===== src/rtl/latch_bank_wr_ctrl_if.sv =====
// Write port bundle between requesters and the latch-bank write controller.
//   req   : one write request bit per requester
//   addr  : per-requester word address, requester k at [k*AW +: AW]
//   wdata : per-requester write data, requester k at [k*W +: W]
//   gnt   : one-hot owner of the write in flight
//   ack   : one-cycle completion pulse to the owner
//   err   : pulses with ack when the address was out of range
//   ld    : data presented to the D input of every latch cell
//   len   : one-hot latch enables, one per word
//   busy  : controller is not idle
interface latch_bank_wr_ctrl_if #(
  parameter int unsigned NREQ  = 4,
  parameter int unsigned W     = 8,
  parameter int unsigned AW    = 2,
  parameter int unsigned DEPTH = 4
);
  logic [NREQ-1:0]    req;
  logic [NREQ*AW-1:0] addr;
  logic [NREQ*W-1:0]  wdata;
  logic [NREQ-1:0]    gnt;
  logic [NREQ-1:0]    ack;
  logic               err;
  logic [W-1:0]       ld;
  logic [DEPTH-1:0]   len;
  logic               busy;

  modport master (
    output req, addr, wdata,
    input  gnt, ack, err, ld, len, busy
  );

  modport slave (
    input  req, addr, wdata,
    output gnt, ack, err, ld, len, busy
  );
endinterface


===== src/rtl/latch_bank_wr_ctrl.sv =====
// Round-robin write controller for a bank of gated-D latch words.
// Each write runs setup -> enable pulse -> hold -> done so the latch data
// is never changing while any word enable is high.
//   clk   : clock, rising edge
//   rst_n : asynchronous reset, active low
//   bus   : slave side of latch_bank_wr_ctrl_if (requests in, grants/acks,
//           latch data and latch enables out; all outputs come from flops)
module latch_bank_wr_ctrl #(
  parameter int unsigned NREQ      = 4,
  parameter int unsigned W         = 8,
  parameter int unsigned AW        = 2,
  parameter int unsigned DEPTH     = 4,
  parameter int unsigned SETUP_CYC = 1,
  parameter int unsigned PULSE_CYC = 1,
  parameter int unsigned HOLD_CYC  = 1
) (
  input logic                  clk,
  input logic                  rst_n,
  latch_bank_wr_ctrl_if.slave  bus
);

  localparam int unsigned PW = (NREQ > 1) ? $clog2(NREQ) : 1;
  localparam int unsigned CW = 4;

  typedef enum logic [2:0] {
    ST_IDLE,
    ST_SETUP,
    ST_PULSE,
    ST_HOLD,
    ST_DONE
  } state_t;

  state_t           state_q, state_d;
  logic [CW-1:0]    cnt_q, cnt_d;
  logic [PW-1:0]    rr_q, rr_d;
  logic [PW-1:0]    own_q, own_d;
  logic [AW-1:0]    addr_q, addr_d;
  logic             bad_q, bad_d;
  logic [NREQ-1:0]  gnt_q, gnt_d;
  logic [NREQ-1:0]  ack_q, ack_d;
  logic             err_q, err_d;
  logic             busy_q, busy_d;
  logic [W-1:0]     ld_q, ld_d;
  logic [DEPTH-1:0] len_q, len_d;

  logic             win_vld;
  logic [PW-1:0]    win_idx;
  logic [AW-1:0]    win_addr;
  logic [W-1:0]     win_data;

  // Round-robin pick: first requester at or above the pointer, with wrap.
  always_comb begin
    win_vld  = 1'b0;
    win_idx  = '0;
    win_addr = '0;
    win_data = '0;
    for (int i = 0; i < int'(NREQ); i++) begin
      for (int k = 0; k < int'(NREQ); k++) begin
        if (!win_vld && bus.req[k] && (k == (int'(rr_q) + i) % int'(NREQ))) begin
          win_vld  = 1'b1;
          win_idx  = PW'(k);
          win_addr = bus.addr[k*AW +: AW];
          win_data = bus.wdata[k*W +: W];
        end
      end
    end
  end

  // Next-state and next-output logic; every output is registered below.
  always_comb begin
    state_d = state_q;
    cnt_d   = cnt_q;
    rr_d    = rr_q;
    own_d   = own_q;
    addr_d  = addr_q;
    bad_d   = bad_q;
    gnt_d   = gnt_q;
    ack_d   = '0;
    err_d   = 1'b0;
    ld_d    = ld_q;
    len_d   = len_q;

    unique case (state_q)
      ST_IDLE: begin
        if (win_vld) begin
          state_d = ST_SETUP;
          cnt_d   = CW'(SETUP_CYC - 1);
          own_d   = win_idx;
          addr_d  = win_addr;
          bad_d   = (32'(win_addr) >= DEPTH);
          gnt_d   = NREQ'(1) << win_idx;
          ld_d    = win_data;
        end
      end
      ST_SETUP: begin
        if (cnt_q == '0) begin
          state_d = ST_PULSE;
          cnt_d   = CW'(PULSE_CYC - 1);
          // Out-of-range address: run the timing but raise no enable.
          if (!bad_q) len_d = DEPTH'(1) << addr_q;
        end else begin
          cnt_d = cnt_q - CW'(1);
        end
      end
      ST_PULSE: begin
        if (cnt_q == '0) begin
          state_d = ST_HOLD;
          cnt_d   = CW'(HOLD_CYC - 1);
          len_d   = '0;
        end else begin
          cnt_d = cnt_q - CW'(1);
        end
      end
      ST_HOLD: begin
        if (cnt_q == '0) begin
          state_d = ST_DONE;
          ack_d   = gnt_q;
          err_d   = bad_q;
          gnt_d   = '0;
          ld_d    = '0;
          rr_d    = (32'(own_q) == NREQ - 1) ? '0 : own_q + PW'(1);
        end else begin
          cnt_d = cnt_q - CW'(1);
        end
      end
      ST_DONE: begin
        state_d = ST_IDLE;
      end
      default: begin
        state_d = ST_IDLE;
      end
    endcase

    busy_d = (state_d != ST_IDLE);
  end

  // State and output registers.
  always_ff @(posedge clk or negedge rst_n) begin
    if (!rst_n) begin
      state_q <= ST_IDLE;
      cnt_q   <= '0;
      rr_q    <= '0;
      own_q   <= '0;
      addr_q  <= '0;
      bad_q   <= 1'b0;
      gnt_q   <= '0;
      ack_q   <= '0;
      err_q   <= 1'b0;
      busy_q  <= 1'b0;
      ld_q    <= '0;
      len_q   <= '0;
    end else begin
      state_q <= state_d;
      cnt_q   <= cnt_d;
      rr_q    <= rr_d;
      own_q   <= own_d;
      addr_q  <= addr_d;
      bad_q   <= bad_d;
      gnt_q   <= gnt_d;
      ack_q   <= ack_d;
      err_q   <= err_d;
      busy_q  <= busy_d;
      ld_q    <= ld_d;
      len_q   <= len_d;
    end
  end

  assign bus.gnt  = gnt_q;
  assign bus.ack  = ack_q;
  assign bus.err  = err_q;
  assign bus.busy = busy_q;
  assign bus.ld   = ld_q;
  assign bus.len  = len_q;

endmodule


===== src/flat_wrapper.sv =====
// flat-port wrapper written by rule: the top's interface ports become plain ports
module latch_bank_wr_ctrl_flat 
#(
  parameter int unsigned NREQ      = 4,
  parameter int unsigned W         = 8,
  parameter int unsigned AW        = 2,
  parameter int unsigned DEPTH     = 4,
  parameter int unsigned SETUP_CYC = 1,
  parameter int unsigned PULSE_CYC = 1,
  parameter int unsigned HOLD_CYC  = 1
)
  (clk, rst_n, bus_req, bus_addr, bus_wdata, bus_gnt, bus_ack, bus_err, bus_ld, bus_len, bus_busy);
  latch_bank_wr_ctrl_if #(.NREQ(NREQ), .W(W), .AW(AW), .DEPTH(DEPTH)) bus_i ();
  input logic clk;
  input logic rst_n;
  input wire logic [$bits(bus_i.req)-1:0] bus_req;
  input wire logic [$bits(bus_i.addr)-1:0] bus_addr;
  input wire logic [$bits(bus_i.wdata)-1:0] bus_wdata;
  output wire logic [$bits(bus_i.gnt)-1:0] bus_gnt;
  output wire logic [$bits(bus_i.ack)-1:0] bus_ack;
  output wire logic [$bits(bus_i.err)-1:0] bus_err;
  output wire logic [$bits(bus_i.ld)-1:0] bus_ld;
  output wire logic [$bits(bus_i.len)-1:0] bus_len;
  output wire logic [$bits(bus_i.busy)-1:0] bus_busy;
  assign bus_i.req = bus_req;
  assign bus_i.addr = bus_addr;
  assign bus_i.wdata = bus_wdata;
  assign bus_gnt = bus_i.gnt;
  assign bus_ack = bus_i.ack;
  assign bus_err = bus_i.err;
  assign bus_ld = bus_i.ld;
  assign bus_len = bus_i.len;
  assign bus_busy = bus_i.busy;
  latch_bank_wr_ctrl #(.NREQ(NREQ), .W(W), .AW(AW), .DEPTH(DEPTH), .SETUP_CYC(SETUP_CYC), .PULSE_CYC(PULSE_CYC), .HOLD_CYC(HOLD_CYC)) u_core (.clk(clk), .rst_n(rst_n), .bus(bus_i));
endmodule

===== config.mk =====
export PLATFORM = sky130hd
export DESIGN_NAME = latch_bank_wr_ctrl_flat
export DESIGN_NICKNAME = d
export VERILOG_FILES = /design/src/rtl/latch_bank_wr_ctrl_if.sv /design/src/rtl/latch_bank_wr_ctrl.sv /design/src/flat_wrapper.sv
export SDC_FILE = /design/constraint.sdc
export NUM_CORES = 1
export LEC_CHECK = 0
export CAP_MARGIN = 20
export CORE_UTILIZATION = 31
export DETAILED_ROUTE_END_ITERATION = 10
export PLACE_DENSITY = 0.53
export SETUP_SLACK_MARGIN = 0.15
export SLEW_MARGIN = 20
export SYNTH_ARGS = -nofsm -noshare
export SYNTH_HDL_FRONTEND = slang
export SYNTH_SLANG_ARGS = --single-unit

===== constraint.sdc =====
create_clock -name clk -period 2 [get_ports clk]
set_input_delay 0.2 -clock clk [delete_from_list [all_inputs] [get_ports clk]]
set_output_delay 0.2 -clock clk [all_outputs]
set_load 0.02 [all_outputs]

==> key figures <==
Status
  – Status: finished clean

Yosys
  – Synth top area cells: dfrtp_1, nand2_1, o21ai_0
  – Sequential area share after synthesis: about 33%
  – Synth area leader: dfrtp_1
  – Distinct cells, synth: 66
  – Synth Flop Type: dfrtp_1
  – YS warnings: 0
  – Synthesized flop and latch total: 34
  – EDFF count, synth: 0
  – Mapped cell area: 0.00256 mm^2
  – FFs w/ async S/R, synth: between 90% and 100%
  – Mean Syn Cell Area: 8.39 um^2
  – Gate Count Post-Synth: between 300 and 400
  – Syn_nets: 354
  – Yosys top cell area share: 33.3%

Timing
  – Final setup fails: 0
  – Final setup margin: 0.105 ns
  – Minimum clock period: 1.90 ns
  – RSZ-0062 raised after global routing: yes
  – Final period utilization: 94.8%
  – Worst hold slack: roughly 0.33 ns
  – Slew Limit Fails: 0
  – Worst-case clock skew: 0.00583 ns
  – Hold Fails Final Rpt: 0
  – FMAX: 0.528 GHz

Clock network
  – CTS buffer count: 5
  – H-tree depth: 2
  – CTS sink count: 34
  – Clock slew at reported path FFs: 0.07 ns
  – CTS Hold Buffers Added: 0
  – Clk buf depth: 2
  – Clk Latency, worst-skew pair: between 0.2 and 0.3 ns
  – CTS tree: built
  – Clock Tree Root: clkbuf_8

Placed design
  – Final GP Congestion: between 0.8 and 0.9
  – Place WS: -0.317 ns
  – I/O Buffers: between 60 and 70
  – Post-detail-place hpwl: 6550 um
  – Placed cell area: roughly 0.0036 mm^2

Global routing
  – First-pass GRT wire length: 13,900 um
  – Gr usage total: 20.4%
  – GRT overflow: 0
  – Vias in the first global route: 2,739
  – Antenna violations before repair: 0
  – Largest net degree at the start of global routing: 35

Setup path
  – CP Data Arrival Time: 2.06 ns
  – Slowest cell on crit path: or4_1
  – Critical path, cell by cell: buf_6 > buf_4 > a2111o_1 > o21ai_0 > or4_1 > a221o_1
  – Worst endpoint required time: 2.17 ns
  – Top fanout value on the critical path: 7
  – Startpoint types: register
  – CP endpoint kind: register
  – CP max stage delay: 0.53 ns
  – Critical path type: register to register

Run
  – Max cap viols: 0

Detailed routing
  – Drt pass-1 iters: 5
  – Wirelength per Cell: 16.7 um
  – Vias: 2,864
  – DRC: 0
  – DRT iter0 DRCs: around 240
  – Final antenna-violating net count: 0
  – Vias per inst: 5.48
  – Final WL: 8740 um

Power and ir drop
  – Lkg Pwr: 1.69 nW
  – Power Density: 1180 mW/mm^2
  – Worst vdd ir: 0.000361 V

Hold path
  – HP Class: input pin to async pin

Die
  – Die Height: 92.9 um
  – Area of the core: 0.00785 mm^2
  – Std-Cell Rows: 32
  – Boundary pin count: 68
  – Initial Utilization: 32.6%
  – Die X-Extent: 92.9 um
  – Die ar.: between 0.008 and 0.009 mm^2

Cells and area
  – Fin nets: 469
  – Core Util, Final: 50.8%
  – Layout cells sized above 1: 26.6%
  – Diode count: 0
  – Filler cells: just under 800
  – Post-route cell area: between 0.003 and 0.004 mm^2
  – P&R area growth vs syn: 55.7%
==> final cells by class <==
cell class | count | area [um^2] | share of cell area, %
well taps | 102 | 128 | 3.20
multi-input cells | 237 | 1660 | 41.6
flip-flops and latches | 34 | 853 | 21.4
clock inverters | 3 | 45.0 | 1.13
repair buffers | 134 | 1200 | 30.2
inverters | 8 | 30.0 | 0.754
clock buffers | 5 | 68.8 | 1.73
==> path summary, 6_finish.rpt <==
| check | start | endpoint | slack, ns | cells after the start |
|---|---|---|---|---|
| max | u_core.rr_q[1]$_DFFE_PN0P_ | u_core.bus.ld[6]$_DFFE_PN0P_ | 0.10 | 6 |
| min | rst_n | u_core.bus.len[3]$_DFFE_PN0P_ | 0.33 | 2 |
| max reg2reg | u_core.rr_q[1]$_DFFE_PN0P_ | u_core.bus.ld[6]$_DFFE_PN0P_ | 0.10 | 6 |
| min reg2reg | u_core.bus.gnt[3]$_DFFE_PN0P_ | u_core.bus.gnt[3]$_DFFE_PN0P_ | 0.50 | 2 |
| max in group asynchronous | rst_n | u_core.rr_q[0]$_DFFE_PN0P_ | 1.35 | 2 |
| min in group clk | u_core.bus.gnt[3]$_DFFE_PN0P_ | u_core.bus.gnt[3]$_DFFE_PN0P_ | 0.50 | 2 |
==> where the power goes <==
| part | internal [mW] | total (mW) | switching, mW |
|---|---|---|---|
| sequential | 0.952 | 1.24 | 0.290 |
| clock | 0.371 | 0.625 | 0.255 |
| combinational | 1.45 | 2.82 | 1.37 |
| total | 2.77 | 4.69 | 1.92 |
==> cell usage after synthesis (3+ instances only) <==
cell type / instances
dfrtp_1: 34
nand2_1: 29
nor2_1: 26
o21ai_0: 20
a21oi_1: 14
buf_2: 11
a22o_1: 9
a22oi_1: 8
o22ai_1: 8
and4_1: 7
clkbuf_1: 7
inv_1: 7
nand3_1: 7
nand4_1: 7
a221oi_1: 6
and2_1: 6
nand3b_1: 6
a21o_1: 5
nand2b_1: 5
nor3_1: 5
buf_6: 3
ha_1: 3
mux2_2: 3
mux2i_1: 3
nand4b_1: 3
nor2b_1: 3
nor3b_1: 3
nor4_1: 3
o211ai_1: 3
or3_1: 3
==> worst max-delay path: cells and delay by family (launching register included) <==
kind                   cells  cell delay, ns
buffers and inverters      2            0.24
and+or+nand+nor            1            0.53
DFF                        1            0.48
AOI/OAI and AO/OA          3            0.53
==> stage by stage <==
step / power, mW / setup TNS (ns) / instances
5_1_grt: 5.02 / 0 / 523
2_1_floorplan: 2.62 / 0 / 305
6_report: 4.69 / 0 / 523
3_3_place_gp: 3.76 / -3.31 / 506
4_1_cts: 4.55 / 0 / 520
3_5_place_dp: 3.76 / -3.79 / 506
==> registers in the layout, summed over array words and instances, names as in the netlist, 3 cells and up <==
| signal | flops |
|---|---|
| u_core.bus.ld | 8 |
| u_core.state_q | 3 |
| u_core.bus.len | 4 |
| u_core.cnt_q | 4 |
| u_core.bus.ack | 4 |
| u_core.bus.gnt | 4 |
==> layout by cell type, fill, tap and decap left out, types with 3 or more instances in the layout <==
master and count:
nor2b_1 3, inv_2 3, a221oi_2 6, nor4_1 3
o22ai_1 7, a22o_1 9, mux2i_1 3, nor3_1 4
nor2_2 3, or2_1 3, dlygate4sd2_1 3, nand3b_1 6
nand2_1 29, nand4_1 7, dfrtp_1 32, a21o_1 5
and2_1 6, clkbuf_8 5, o211ai_1 3, nand4b_1 3
nand2b_1 5, inv_1 5, clkdlybuf4s50_1 62, nand3_1 6
buf_6 6, and4_1 6, o21ai_0 19, nor2_1 23
buf_4 60, a21oi_1 13, a22oi_1 8
==> per-layer routing <==
metal | up-vias | wire length, um | track usage [%]
met5 | - | 0 | 0
met4 | 0 | 103 | 4.87
met3 | 13 | 470 | 2.30
met2 | 131 | 4340 | 33.5
met1 | 1341 | 3830 | 28.4
li1 | 1379 | - | -
==> cells by family after synthesis <==
| kind of cell | Yosys count | synth area share, % |
|---|---|---|
| fa+ha+maj | 3 | 1.47 |
| flops | 34 | 33.3 |
| mux | 6 | 2.49 |
| other cells | 1 | 0.147 |
| buf+inv | 34 | 7.14 |
| xor+xnor | 2 | 0.685 |
| compound gates | 97 | 26.6 |
| simple gates | 128 | 28.2 |
==> timing repair <==
item / 4_1_cts / 5_1_grt
pin swaps: 4 / 15
setup buffers: 6 / 2
gates cloned: 0 / 1
resized for setup: 22 / 21
setup endpoints to repair: 17 / 27
Note: power is estimated with default switching activity, not from simulation.
